**src/rtl/add_sub_serial_if.sv**
```systemverilog
// Operand/result handshake bundle for add_sub_serial.
// The slave modport is the arithmetic block; master is whoever stages operands
// and consumes results.
interface add_sub_serial_if #(
    parameter int N = 8
);
    logic         in_valid;
    logic         in_ready;
    logic [N-1:0] a;
    logic [N-1:0] b;
    logic         sub;
    logic         acc_en;
    logic         out_valid;
    logic         out_ready;
    logic [N-1:0] sum;
    logic         carry;
    logic         ovf;
    logic         zero;

    modport slave (
        input  in_valid, a, b, sub, acc_en, out_ready,
        output in_ready, out_valid, sum, carry, ovf, zero
    );

    modport master (
        output in_valid, a, b, sub, acc_en, out_ready,
        input  in_ready, out_valid, sum, carry, ovf, zero
    );
endinterface

```
**src/rtl/add_sub_serial.sv**
```systemverilog
// Multi-cycle two's-complement adder/subtractor, K bits per clock over
// N-bit operands, with carry/overflow/zero flags and an accumulate mode.
// Subtraction is A + ~B + 1: B is inverted at accept and the initial carry
// is seeded with the sub bit.
module add_sub_serial #(
    parameter int N = 8,
    parameter int K = 2
) (
    input logic             clk,
    input logic             rst,
    add_sub_serial_if.slave bus
);
    localparam int STEPS = N / K;
    localparam int CW    = (STEPS > 1) ? $clog2(STEPS) : 1;
    localparam logic [CW-1:0] LAST = CW'(STEPS - 1);

    localparam logic [1:0] IDLE = 2'd0;
    localparam logic [1:0] RUN  = 2'd1;
    localparam logic [1:0] DONE = 2'd2;

    logic [1:0]    state;
    logic [CW-1:0] cnt;
    logic [N-1:0]  acc;
    logic [N-1:0]  op_a;
    logic [N-1:0]  op_b;
    logic          c;
    logic [N-1:0]  res;

    logic [N-1:0]  sum_q;
    logic          carry_q;
    logic          ovf_q;
    logic          zero_q;

    logic [K:0]     chunk;
    logic [N+K-1:0] res_cat;
    logic [N-1:0]   res_next;
    logic           msb_cin;
    logic           accept;
    logic           last_step;

    assign accept    = (state == IDLE) && bus.in_valid;
    assign last_step = (state == RUN) && (cnt == LAST);

    // K-bit chunk adder plus result shift; concatenation keeps K == N legal
    always_comb begin
        chunk    = {1'b0, op_a[K-1:0]} + {1'b0, op_b[K-1:0]} + {{K{1'b0}}, c};
        res_cat  = {chunk[K-1:0], res};
        res_next = res_cat[N+K-1:K];
        // carry into the MSB recovered from the MSB sum bit of the final chunk
        msb_cin  = op_a[K-1] ^ op_b[K-1] ^ chunk[K-1];
    end

    // Control FSM and chunk counter
    always_ff @(posedge clk) begin
        if (rst) begin
            state <= IDLE;
            cnt   <= '0;
        end else begin
            case (state)
                IDLE: begin
                    if (accept) begin
                        cnt   <= '0;
                        state <= RUN;
                    end
                end
                RUN: begin
                    if (cnt == LAST) begin
                        cnt   <= '0;
                        state <= DONE;
                    end else begin
                        cnt <= cnt + 1'b1;
                    end
                end
                DONE: begin
                    if (bus.out_ready) begin
                        state <= IDLE;
                    end
                end
                default: state <= IDLE;
            endcase
        end
    end

    // Operand capture at accept, then right-shifting by K each RUN cycle
    always_ff @(posedge clk) begin
        if (rst) begin
            op_a <= '0;
            op_b <= '0;
            c    <= 1'b0;
            res  <= '0;
        end else if (accept) begin
            op_a <= bus.acc_en ? acc : bus.a;
            op_b <= bus.b ^ {N{bus.sub}};
            c    <= bus.sub;
        end else if (state == RUN) begin
            op_a <= op_a >> K;
            op_b <= op_b >> K;
            c    <= chunk[K];
            res  <= res_next;
        end
    end

    // Result and flags latched when the last chunk completes
    always_ff @(posedge clk) begin
        if (rst) begin
            sum_q   <= '0;
            carry_q <= 1'b0;
            ovf_q   <= 1'b0;
            zero_q  <= 1'b0;
        end else if (last_step) begin
            sum_q   <= res_next;
            carry_q <= chunk[K];
            ovf_q   <= msb_cin ^ chunk[K];
            zero_q  <= (res_next == '0);
        end
    end

    // Accumulator follows the delivered result on the output handshake
    always_ff @(posedge clk) begin
        if (rst) begin
            acc <= '0;
        end else if ((state == DONE) && bus.out_ready) begin
            acc <= sum_q;
        end
    end

    assign bus.in_ready  = (state == IDLE);
    assign bus.out_valid = (state == DONE);
    assign bus.sum       = sum_q;
    assign bus.carry     = carry_q;
    assign bus.ovf       = ovf_q;
    assign bus.zero      = zero_q;

endmodule
```
**src/flat_wrapper.sv**
```systemverilog
// flat-port wrapper written by rule: the top's interface ports become plain ports
module add_sub_serial_flat 
#(
    parameter int N = 8,
    parameter int K = 2
)
  (clk, rst, bus_in_valid, bus_a, bus_b, bus_sub, bus_acc_en, bus_out_ready, bus_in_ready, bus_out_valid, bus_sum, bus_carry, bus_ovf, bus_zero);
  add_sub_serial_if #(.N(N)) bus_i ();
  input logic clk;
  input logic rst;
  input wire logic [$bits(bus_i.in_valid)-1:0] bus_in_valid;
  input wire logic [$bits(bus_i.a)-1:0] bus_a;
  input wire logic [$bits(bus_i.b)-1:0] bus_b;
  input wire logic [$bits(bus_i.sub)-1:0] bus_sub;
  input wire logic [$bits(bus_i.acc_en)-1:0] bus_acc_en;
  input wire logic [$bits(bus_i.out_ready)-1:0] bus_out_ready;
  output wire logic [$bits(bus_i.in_ready)-1:0] bus_in_ready;
  output wire logic [$bits(bus_i.out_valid)-1:0] bus_out_valid;
  output wire logic [$bits(bus_i.sum)-1:0] bus_sum;
  output wire logic [$bits(bus_i.carry)-1:0] bus_carry;
  output wire logic [$bits(bus_i.ovf)-1:0] bus_ovf;
  output wire logic [$bits(bus_i.zero)-1:0] bus_zero;
  assign bus_i.in_valid = bus_in_valid;
  assign bus_i.a = bus_a;
  assign bus_i.b = bus_b;
  assign bus_i.sub = bus_sub;
  assign bus_i.acc_en = bus_acc_en;
  assign bus_i.out_ready = bus_out_ready;
  assign bus_in_ready = bus_i.in_ready;
  assign bus_out_valid = bus_i.out_valid;
  assign bus_sum = bus_i.sum;
  assign bus_carry = bus_i.carry;
  assign bus_ovf = bus_i.ovf;
  assign bus_zero = bus_i.zero;
  add_sub_serial #(.N(N), .K(K)) u_core (.clk(clk), .rst(rst), .bus(bus_i));
endmodule
```
**config.mk**
```make
export PLATFORM = sky130hd
export DESIGN_NAME = add_sub_serial_flat
export DESIGN_NICKNAME = d
export VERILOG_FILES = /design/src/rtl/add_sub_serial_if.sv /design/src/rtl/add_sub_serial.sv /design/src/flat_wrapper.sv
export SDC_FILE = /design/constraint.sdc
export NUM_CORES = 1
export LEC_CHECK = 0
export ABC_AREA = 0
export BUFFER_PORTS_ARGS = -buffer_cell sky130_fd_sc_hd__buf_2
export CORE_UTILIZATION = 47
export CTS_CLUSTER_DIAMETER = 200
export CTS_CLUSTER_SIZE = 40
export DETAILED_ROUTE_END_ITERATION = 8
export PLACE_DENSITY = 0.69
export SLEW_MARGIN = 0
export SYNTH_ARGS = -nofsm -noshare
export SYNTH_HDL_FRONTEND = slang
export SYNTH_SLANG_ARGS = --single-unit
```
**constraint.sdc**
```tcl
create_clock -name clk -period 2.1 [get_ports clk]
set_input_delay 0.63 -clock clk [delete_from_list [all_inputs] [get_ports clk]]
set_output_delay 0.63 -clock clk [all_outputs]
set_load 0.005 [all_outputs]
```
==> results of run 1 <==
-- cells in the final DEF, fill, tap and decap left out, types with 2 or more instances in the layout --
cell and count:
a211oi_1 3, nand3b_1 6, nand3_1 5, inv_1 5, nor2b_1 2, clkbuf_8 5
a211oi_2 2, ha_1 2, nor2_1 17, mux2i_1 8, xor2_1 9, a22oi_1 14
buf_4 5, o21ai_0 4, buf_2 34, nand2_1 33, o32ai_1 2, a21oi_1 23
dfxtp_1 46, mux2_2 8
-- final timing paths --
check / slack (ps) / cells past startpoint / start / endpoint
worst max register to register: 110 / 6 / u_core.c / u_core.bus.zero
worst max-delay path: 110 / 6 / u_core.c / u_core.bus.zero
worst min register to register: 460 / 2 / u_core.op_a[4] / u_core.op_a[4]
worst min-delay path: 460 / 2 / u_core.op_a[4] / u_core.op_a[4]
-- routing by layer --
layer	up-vias	global-route usage	part of all wire
li1	828	-	-
met1	743	0.266	0.49
met2	39	0.309	0.44
met3	9	0.0450	0.050
met4	0	0.0964	0.022
met5	-	0	0
-- Yosys cell counts, types with 2 or more instances --
master	number	area, um^2
dfxtp_1	46	921
nand2_1	33	124
a21oi_1	23	115
nor2_1	17	63.8
a22oi_1	14	105
xor2_1	9	78.8
mux2_2	8	90.1
mux2i_1	8	80.1
nand3b_1	6	45.0
clkbuf_1	5	18.8
inv_1	5	18.8
nand3_1	5	25.0
buf_2	4	20.0
o21ai_0	4	20.0
a211oi_1	3	22.5
buf_4	3	22.5
buf_6	3	33.8
a211oi_2	2	25.0
fa_1	2	40.0
ha_1	2	25.0
nor2b_1	2	12.5
o32ai_1	2	17.5
-- registers in the layout (all words and copies together) (netlist names) --
signal / count
u_core.acc: 8
u_core.bus.carry: 1
u_core.bus.ovf: 1
u_core.bus.sum: 8
u_core.bus.zero: 1
u_core.c: 1
u_core.cnt: 2
u_core.op_a: 8
u_core.op_b: 8
u_core.res: 6
u_core.state: 2
-- final cells by class --
type,count,share of cell area
inverter,5,0.00801
clock inverter,3,0.00908
multi-input combinational,156,0.437
clock buffer,5,0.0294
timing repair buffer,40,0.0972
tap,50,0.0267
sequential,46,0.393
-- metrics by stage --
step | total power [W] | hold WS [ps] | area, um^2
floorplan | 0.00109 | 436 | 2080
global placement | 0.00115 | 443 | 2250
detailed placement | 0.00115 | 450 | 2250
CTS | 0.00169 | 463 | 2340
global route | 0.00176 | 485 | 2340
finish | 0.00168 | 461 | 2340
-- power by group --
group	leakage [nW]	internal, W	switching, W
clock	0.0441	0.000234	0.000310
sequential	0.373	0.000901	0.0000210
combinational	0.552	0.0000965	0.000114
total	0.970	0.00123	0.000445
-- worst max-delay path: cells and delay by family (launching register included) --
kind	cells	cell delay (ps)
DFF	1	340
and+or+nand+nor	2	360
adders and majority gates	2	1020
AOI/OAI and AO/OA	1	140
buffers and inverters	1	60
-- timing repair --
action	CTS	global route
endpoints found under the setup margin	0	1
gates resized for setup	0	1
setup buffers	0	0
-- cells by family after synthesis --
| group | after synthesis | synth area share |
|---|---|---|
| compound gates | 52 | 0.162 |
| xor+xnor | 10 | 0.0422 |
| fa+ha+maj | 4 | 0.0313 |
| buf+inv | 22 | 0.0645 |
| flops | 46 | 0.444 |
| mux | 16 | 0.0820 |
| simple gates | 74 | 0.174 |
==> impl_results.md, run 1 <==
* Status: finished, final reports clean
* Root buffer cell: clkbuf_8
* Place WS at 137 ps
* CORE AREA at 0.00412 mm^2
* CP required at 2330 ps
* Crit path max fanout at 4
* IO buf count at 34
* Fin cells at 305
* Cell Rows at 23
* Die Wd at 68.5 um
* Antenna viol nets, final at 0
* Post-Syn Area per Cell at 9.27 um^2
* Sequential Area at 921 um^2
* Final setup vio count at 0
* Pin count of the biggest net entering global routing at 27
* Crit-path cells: inv_1 -> fa_1 -> fa_2 -> nor4bb_1 -> nand3_1 -> a21oi_1
* Fillcell total at 395
* Die Y at 68.5 um
* Hold WC Path Type: register to register
* Net count, final at 280
* Relative slew slack at 0.639
* Detailed router's first-iteration violation count at 84
* Post-synth net total at 250
* Crit Path Class: register to register
* Fraction of layout cells with a size suffix above 1 at 0.247
* First-pass iteration count of the detailed router at 4
* TritonCTS clock tree: yes
* Die area at 0.00469 mm^2
* Initial antenna violation count at 0
* Prevailing post-synth register cell: dfxtp_1
* Setup Total Neg Slack at 0 ps
* Syn Std Cell Area at 0.00208 mm^2
* DR vias/cell at 5.31
* Starting Density at 0.504
* Slowest CP cell: fa_2
* Crit. End Element: register
* GP Congestion at 0.725
* CTS Sinks at 46
* Layout overhead on the synthesized area at 12.9%
* First-pass GRT wire length at 6720 um
* N_diodes at 0
* Leak pwr at 0.970 nW
* Seq/Total Area, Yosys at 0.444
* TritonCTS Buffers at 5
* Yosys warnings at 0
* GR Overflow Total at 0
* Peak supply drop at 0.388 mV
* Async SR Flop Fraction at 0
* Max incr delay on CP at 590 ps
* Clock Skew at 11.4 ps
* DRC at 0
* Wire per inst at 14.2 um
* Clk_lat worst skew at 310 ps
* Vias in the first global route at 1,455
* Top Ports at 35
* Arr. time, crit path at 2220 ps
* Setup crit start kind: register
* HPWL Detailed at 3010 um
* GRT Resource Usage Total at 0.202
* Final wirelength at 4320 um
* Multi-input gate area at 0.00102 mm^2
* H-tree Lvls at 2
* Slew at the pin with the worst max-slew slack at 540 ps
* Fin. Hold Viols at 0
* Setup ws final at 113 ps
* Post-placement cell count at 297
* Pwr Density at 715 mW/mm^2
* Max-slew violation count at 0
* Hold-fix buffers at CTS at 0
* Max Root-Sink Buffers at 2
* Fmax achieved at 0.503 GHz
* Max-cap violations at 0
* Cells after Synth at 224
* Period utilisation layout at 0.946
* Seq cells post-synth at 46
* Post-synth EDFFs at 0
* Via count at 1,619
* Worst-path clk slew at 90 ps
* Final min period at 1990 ps
* Post-synth cell types at 40
* Fin util at 0.569
No activity file was read; power rests on OpenSTA's default activity.
==> run 2, diff against run 1 <==
--- a/config.mk
+++ b/config.mk
@@ -8,6 +8,7 @@
 export ABC_AREA = 0
 export BUFFER_PORTS_ARGS = -buffer_cell sky130_fd_sc_hd__buf_2
 export CORE_UTILIZATION = 47
+export CTS_BUF_LIST = sky130_fd_sc_hd__clkbuf_16
 export CTS_CLUSTER_DIAMETER = 200
 export CTS_CLUSTER_SIZE = 40
 export DETAILED_ROUTE_END_ITERATION = 8
==> run 2 against run 1 <==
  * First-iteration DRC count did not move
  * Die area did not move
  * Via count rose by 1.1%
  * Critical path type unchanged
  * Highest routed layer unchanged
==> impl_results.md, run 2 (synthesized netlist as in run 1, its figures left out) <==
* RR Startpoint: u_core.c
* N_diodes at 0
* Starting Density at 0.504
* Most common cell after layout, fill and taps aside: dfxtp_1
* CTS Sinks at 46
* Peak supply drop at 0.382 mV
* Leak pwr at 0.995 nW
* Layout overhead on the synthesized area at 15.6%
* Final setup vio count at 0
* TritonCTS clock tree: yes
* Net count, final at 280
* Max-slew violation count at 0
* Initial antenna violation count at 0
* Setup crit start kind: register
* RSZ-0062 raised after global routing: false
* H-tree Lvls at 2
* CORE AREA at 0.00412 mm^2
* Wire per inst at 14.3 um
* CP required at 2310 ps
* Slew at the pin with the worst max-slew slack at 558 ps
* Critical Path Source: u_core.c
* Most frequent cells in the layout: 46 x dfxtp_1, 34 x buf_2, 33 x nand2_1
* Status: finished, final reports clean
* TritonCTS Buffers at 5
* Pin count of the biggest net entering global routing at 27
* Design Area, Final at 0.00240 mm^2
* Cell Rows at 23
* Top Ports at 35
* Die area at 0.00469 mm^2
* GRT Resource Usage Total at 0.204
* Clock Skew at 9.30 ps
* Cell count of the worst reg-to-reg path at 6
* Placed inst area at 0.00225 mm^2
* Detailed router's first-iteration violation count at 84
* Crit. End Element: register
* Crit path max fanout at 4
* DR vias/cell at 5.36
* First-pass iteration count of the detailed router at 4
* Hold-fix buffers at CTS at 0
* Crit Path Class: register to register
* Fin. Hold Viols at 0
* IO buf count at 34
* First-pass GRT wire length at 6800 um
* Fillcell total at 392
* Fmax achieved at 0.503 GHz
* Hold path depth at 2
* Die Y at 68.5 um
* Via count at 1,636
* Setup Total Neg Slack at 0 ps
* Vias in the first global route at 1,452
* Pwr Density at 795 mW/mm^2
* Final min period at 1990 ps
* Period utilisation layout at 0.947
* HPWL Detailed at 3010 um
* Fraction of layout cells with a size suffix above 1 at 0.247
* Max incr delay on CP at 590 ps
* Hold Crit Start: u_core.op_a[4]
* DRC at 0
* Die Wd at 68.5 um
* Final wirelength at 4370 um
* GP Congestion at 0.725
* Max Root-Sink Buffers at 2
* Max-cap violations at 0
* Worst-path clk slew at 70 ps
* Crit-path cells: inv_1 -> fa_1 -> fa_2 -> nor4bb_1 -> nand3_1 -> a21oi_1
* Relative slew slack at 0.627
* Root buffer cell: clkbuf_16
* Antenna viol nets, final at 0
* Clk_lat worst skew at 290 ps
* Arr. time, crit path at 2200 ps
* Slowest CP cell: fa_2
* Hold WC Path Type: register to register
* GR Overflow Total at 0
-- run 2: cell types whose count changed in the layout (fill, tap and decap cells not counted) --
| cell | delta |
|---|---|
| clkbuf_16 | +5 |
| clkbuf_8 | -5 |
-- run 2: timing repair --
item / CTS / global route
gates resized for setup: 0 / 1
hold endpoints to repair: 0 / 0
setup buffers: 0 / 0
setup endpoints to repair: 0 / 1
-- run 2: per-layer routing --
layer,up-vias,track usage,part of all wire
met2,33,0.310,0.44
li1,829,-,-
met3,9,0.0450,0.037
met4,0,0.102,0.020
met1,765,0.269,0.50
met5,-,0,0
-- run 2: layout make-up --
class,count,area (um^2),area share
Sequential cell,46,921,0.384
Clock buffer,5,125,0.0521
Timing Repair Buffer,40,228,0.0949
Tap cell,50,62.6,0.0261
Inverter,5,18.8,0.00782
Multi-Input combinational cell,156,1020,0.426
Clock inverter,3,21.3,0.00886
-- run 2: power breakdown --
group	internal, W	switching (W)
Clock	0.000441	0.000335
Combinational	0.0000966	0.000114
Sequential	0.000902	0.0000211
Total	0.00144	0.000470
-- run 2: path summary, 6_finish.rpt --
check | to | slack (ps)
min reg2reg | u_core.op_a[4] | 460
max reg2reg | u_core.bus.zero | 110
max | u_core.bus.zero | 110
min | u_core.op_a[4] | 460
-- run 2: worst max-delay path, delay by kind of cell (launching register included) --
family	cells	cell delay, ps
buffers and inverters	1	70
adder cells (fa/ha/maj)	2	1020
AND/OR/NAND/NOR	2	360
AO/OA/AOI/OAI	1	140
flip-flops	1	330
-- run 2: through the flow --
step / utilization / setup slack, ps / std cells / hold WS, ps / power (W)
after floorplan: - / 262 / 224 / 436 / 0.00109
after global placement: 0.547 / 192 / 297 / 443 / 0.00115
after detailed placement: 0.547 / 137 / 297 / 450 / 0.00115
after CTS: 0.583 / 122 / 305 / 459 / 0.00192
after global routing: 0.583 / 1.26 / 305 / 481 / 0.00199
final: 0.583 / 111 / 305 / 458 / 0.00191
==> run 3, diff against run 2 <==
--- a/config.mk
+++ b/config.mk
@@ -7,6 +7,7 @@
 export LEC_CHECK = 0
 export ABC_AREA = 0
 export BUFFER_PORTS_ARGS = -buffer_cell sky130_fd_sc_hd__buf_2
+export CORE_ASPECT_RATIO = 1.2
 export CORE_UTILIZATION = 47
 export CTS_BUF_LIST = sky130_fd_sc_hd__clkbuf_16
 export CTS_CLUSTER_DIAMETER = 200
==> run 3 against run 2 <==
  * Routed wire length is 1.0% lower
  * Sequential cell count did not move
  * Via count grew 0.31%
  * Critical endpoint unchanged
  * Non-clock buffer count unchanged
  * The run now ends with DRC left
  * Register-to-register slack improved by 60 ps
  * Global-route usage shrank 0.41 points
  * Sequential share of layout area fell by 0.24 points
  * Cell count rose by 2.0%
==> impl_results.md, run 3 (synthesized netlist as in run 1, its figures left out) <==
* Setup crit start kind: register
* Layout overhead on the synthesized area at 16.3%
* Max Root-Sink Buffers at 2
* Most frequent cells in the layout: 46 x dfxtp_1, 34 x buf_2, 33 x nand2_1
* Critical Path Source: u_core.c
* Most common cell after layout, fill and taps aside: dfxtp_1
* GR Overflow Total at 0
* RR Startpoint: u_core.c
* TritonCTS Buffers at 5
* Hold Crit Start: u_core.op_a[2]
* Fin cells at 311
* Crit path max fanout at 4
* Sw Share at 0.233
* Sequential Power Share at 0.454
* Post-placement cell count at 303
* Switching power at 0.000474 W
* TritonCTS clock tree: yes
* Clk_lat worst skew at 290 ps
* FF-to-FF End: u_core.bus.zero
* RSZ-0062 raised after global routing: false
* Initial antenna violation count at 0
* DR vias/cell at 5.28
* Die area at 0.00469 mm^2
* Final wirelength at 4330 um
* Max-cap violations at 0
* Via count at 1,641
* Antenna viol nets, final at 0
* Die Wd at 62.7 um
* Relative slew slack at 0.612
* GRT Resource Usage Total at 0.200
* Hold-fix buffers at CTS at 0
* Crit. End Element: register
* Wire per inst at 13.9 um
* Pwr Density at 841 mW/mm^2
* Top cell family by delay on the critical path: adder cells
* GP Congestion at 0.718
* Crit path buf inv count at 1
* First-pass GRT wire length at 7230 um
* Max incr delay on CP at 580 ps
* Cell count of the worst reg-to-reg path at 6
* Peak supply drop at 0.700 mV
* Crit-path cells: inv_1 -> fa_1 -> fa_1 -> nor4bb_1 -> nand3_1 -> a21oi_1
* Crit Path Class: register to register
* Setup ws final at 175 ps
* Setup Total Neg Slack at 0 ps
* Fraction of layout cells with a size suffix above 1 at 0.243
* Post-CTS sizing at 0
* Max-slew violation count at 0
* Crit path top cell by count: fa_1
* # Post-CTS Setup Buffers at 0
* Die Y at 74.8 um
* Failing checks: DRC
* Slowest CP cell: fa_1
* Top Ports at 35
* Final setup vio count at 0
* Slew at the pin with the worst max-slew slack at 581 ps
* Leak pwr at 1.00 nW
* H-tree Lvls at 2
* DRC at 1
* Worst-path clk slew at 70 ps
* Cell Rows at 26
* Arr. time, crit path at 2140 ps
* Detailed router's first-iteration violation count at 71
* Final min period at 1930 ps
* CORE AREA at 0.00426 mm^2
* Fin. Hold Viols at 0
* HPWL Detailed at 3100 um
* Fmax achieved at 0.519 GHz
* Vias in the first global route at 1,527
* Starting Density at 0.487
* Reg2Reg Setup Slack at 170 ps
* CP endpoint: u_core.bus.zero
* Combinational share of power at 0.101
* Period utilisation layout at 0.917
* Int Power at 0.00156 W
* Place WS at 184 ps
* Clock share of power at 0.445
* Root buffer cell: clkbuf_16
* Hold WC Path Type: register to register
* Net count, final at 280
* IO buf count at 34
* Critical path depth at 6
* CP required at 2320 ps
* CTS Sinks at 46
* First-pass iteration count of the detailed router at 8
* N_diodes at 0
* Status: finished with violations
* Clock Skew at 5.41 ps
* Pin count of the biggest net entering global routing at 26
## run 3: how the worst min path moves through the flow
stage | to | slack (ps) | cells past startpoint
final | u_core.op_a[2] | 460 | 2
after global routing | u_core.op_a[4] | 490 | 2
after CTS | u_core.op_a[2] | 460 | 2
after detailed placement | u_core.op_a[2] | 450 | 2
after global placement | u_core.op_a[2] | 440 | 2
after floorplan | u_core.c | 440 | 2
## run 3: final cells by class
type                            instances  area [um^2]
Multi-Input combinational cell        156         1020
Tap cell                               56         70.1
Fill cell                             388         1850
Timing Repair Buffer                   40          215
Clock buffer                            5          125
Sequential cell                        46          921
Clock inverter                          3         43.8
Inverter                                5         18.8
## run 3: routing by layer
| metal | track usage | vias up | routed length [um] |
|---|---|---|---|
| met5 | 0 | - | 0 |
| met4 | 0.0879 | 0 | 56 |
| met3 | 0.0394 | 5 | 143 |
| met2 | 0.349 | 36 | 2130 |
| met1 | 0.242 | 770 | 2000 |
| li1 | - | 830 | - |
## run 3: power by group through the flow
stage               registers [W]  logic [W]  clock network [W]
floorplan                0.000936   0.000159                  0
global placement         0.000941   0.000203                  0
detailed placement       0.000942   0.000205                  0
CTS                      0.000922   0.000206           0.000914
global route             0.000925   0.000229           0.000945
finish                   0.000922   0.000204           0.000905
## run 3: worst min-delay path, stage by stage, from the launching register on
cell     delay [ps]
dfxtp_1         310
nand2_1          50
a21oi_1          50
## run 3: through the flow
step	area (um^2)	hold WS, ps	util	total power [W]
floorplan	2080	436	-	0.00109
global placement	2250	443	0.527	0.00114
detailed placement	2250	448	0.527	0.00115
CTS	2410	457	0.567	0.00204
global route	2410	489	0.567	0.00210
finish	2410	459	0.567	0.00203
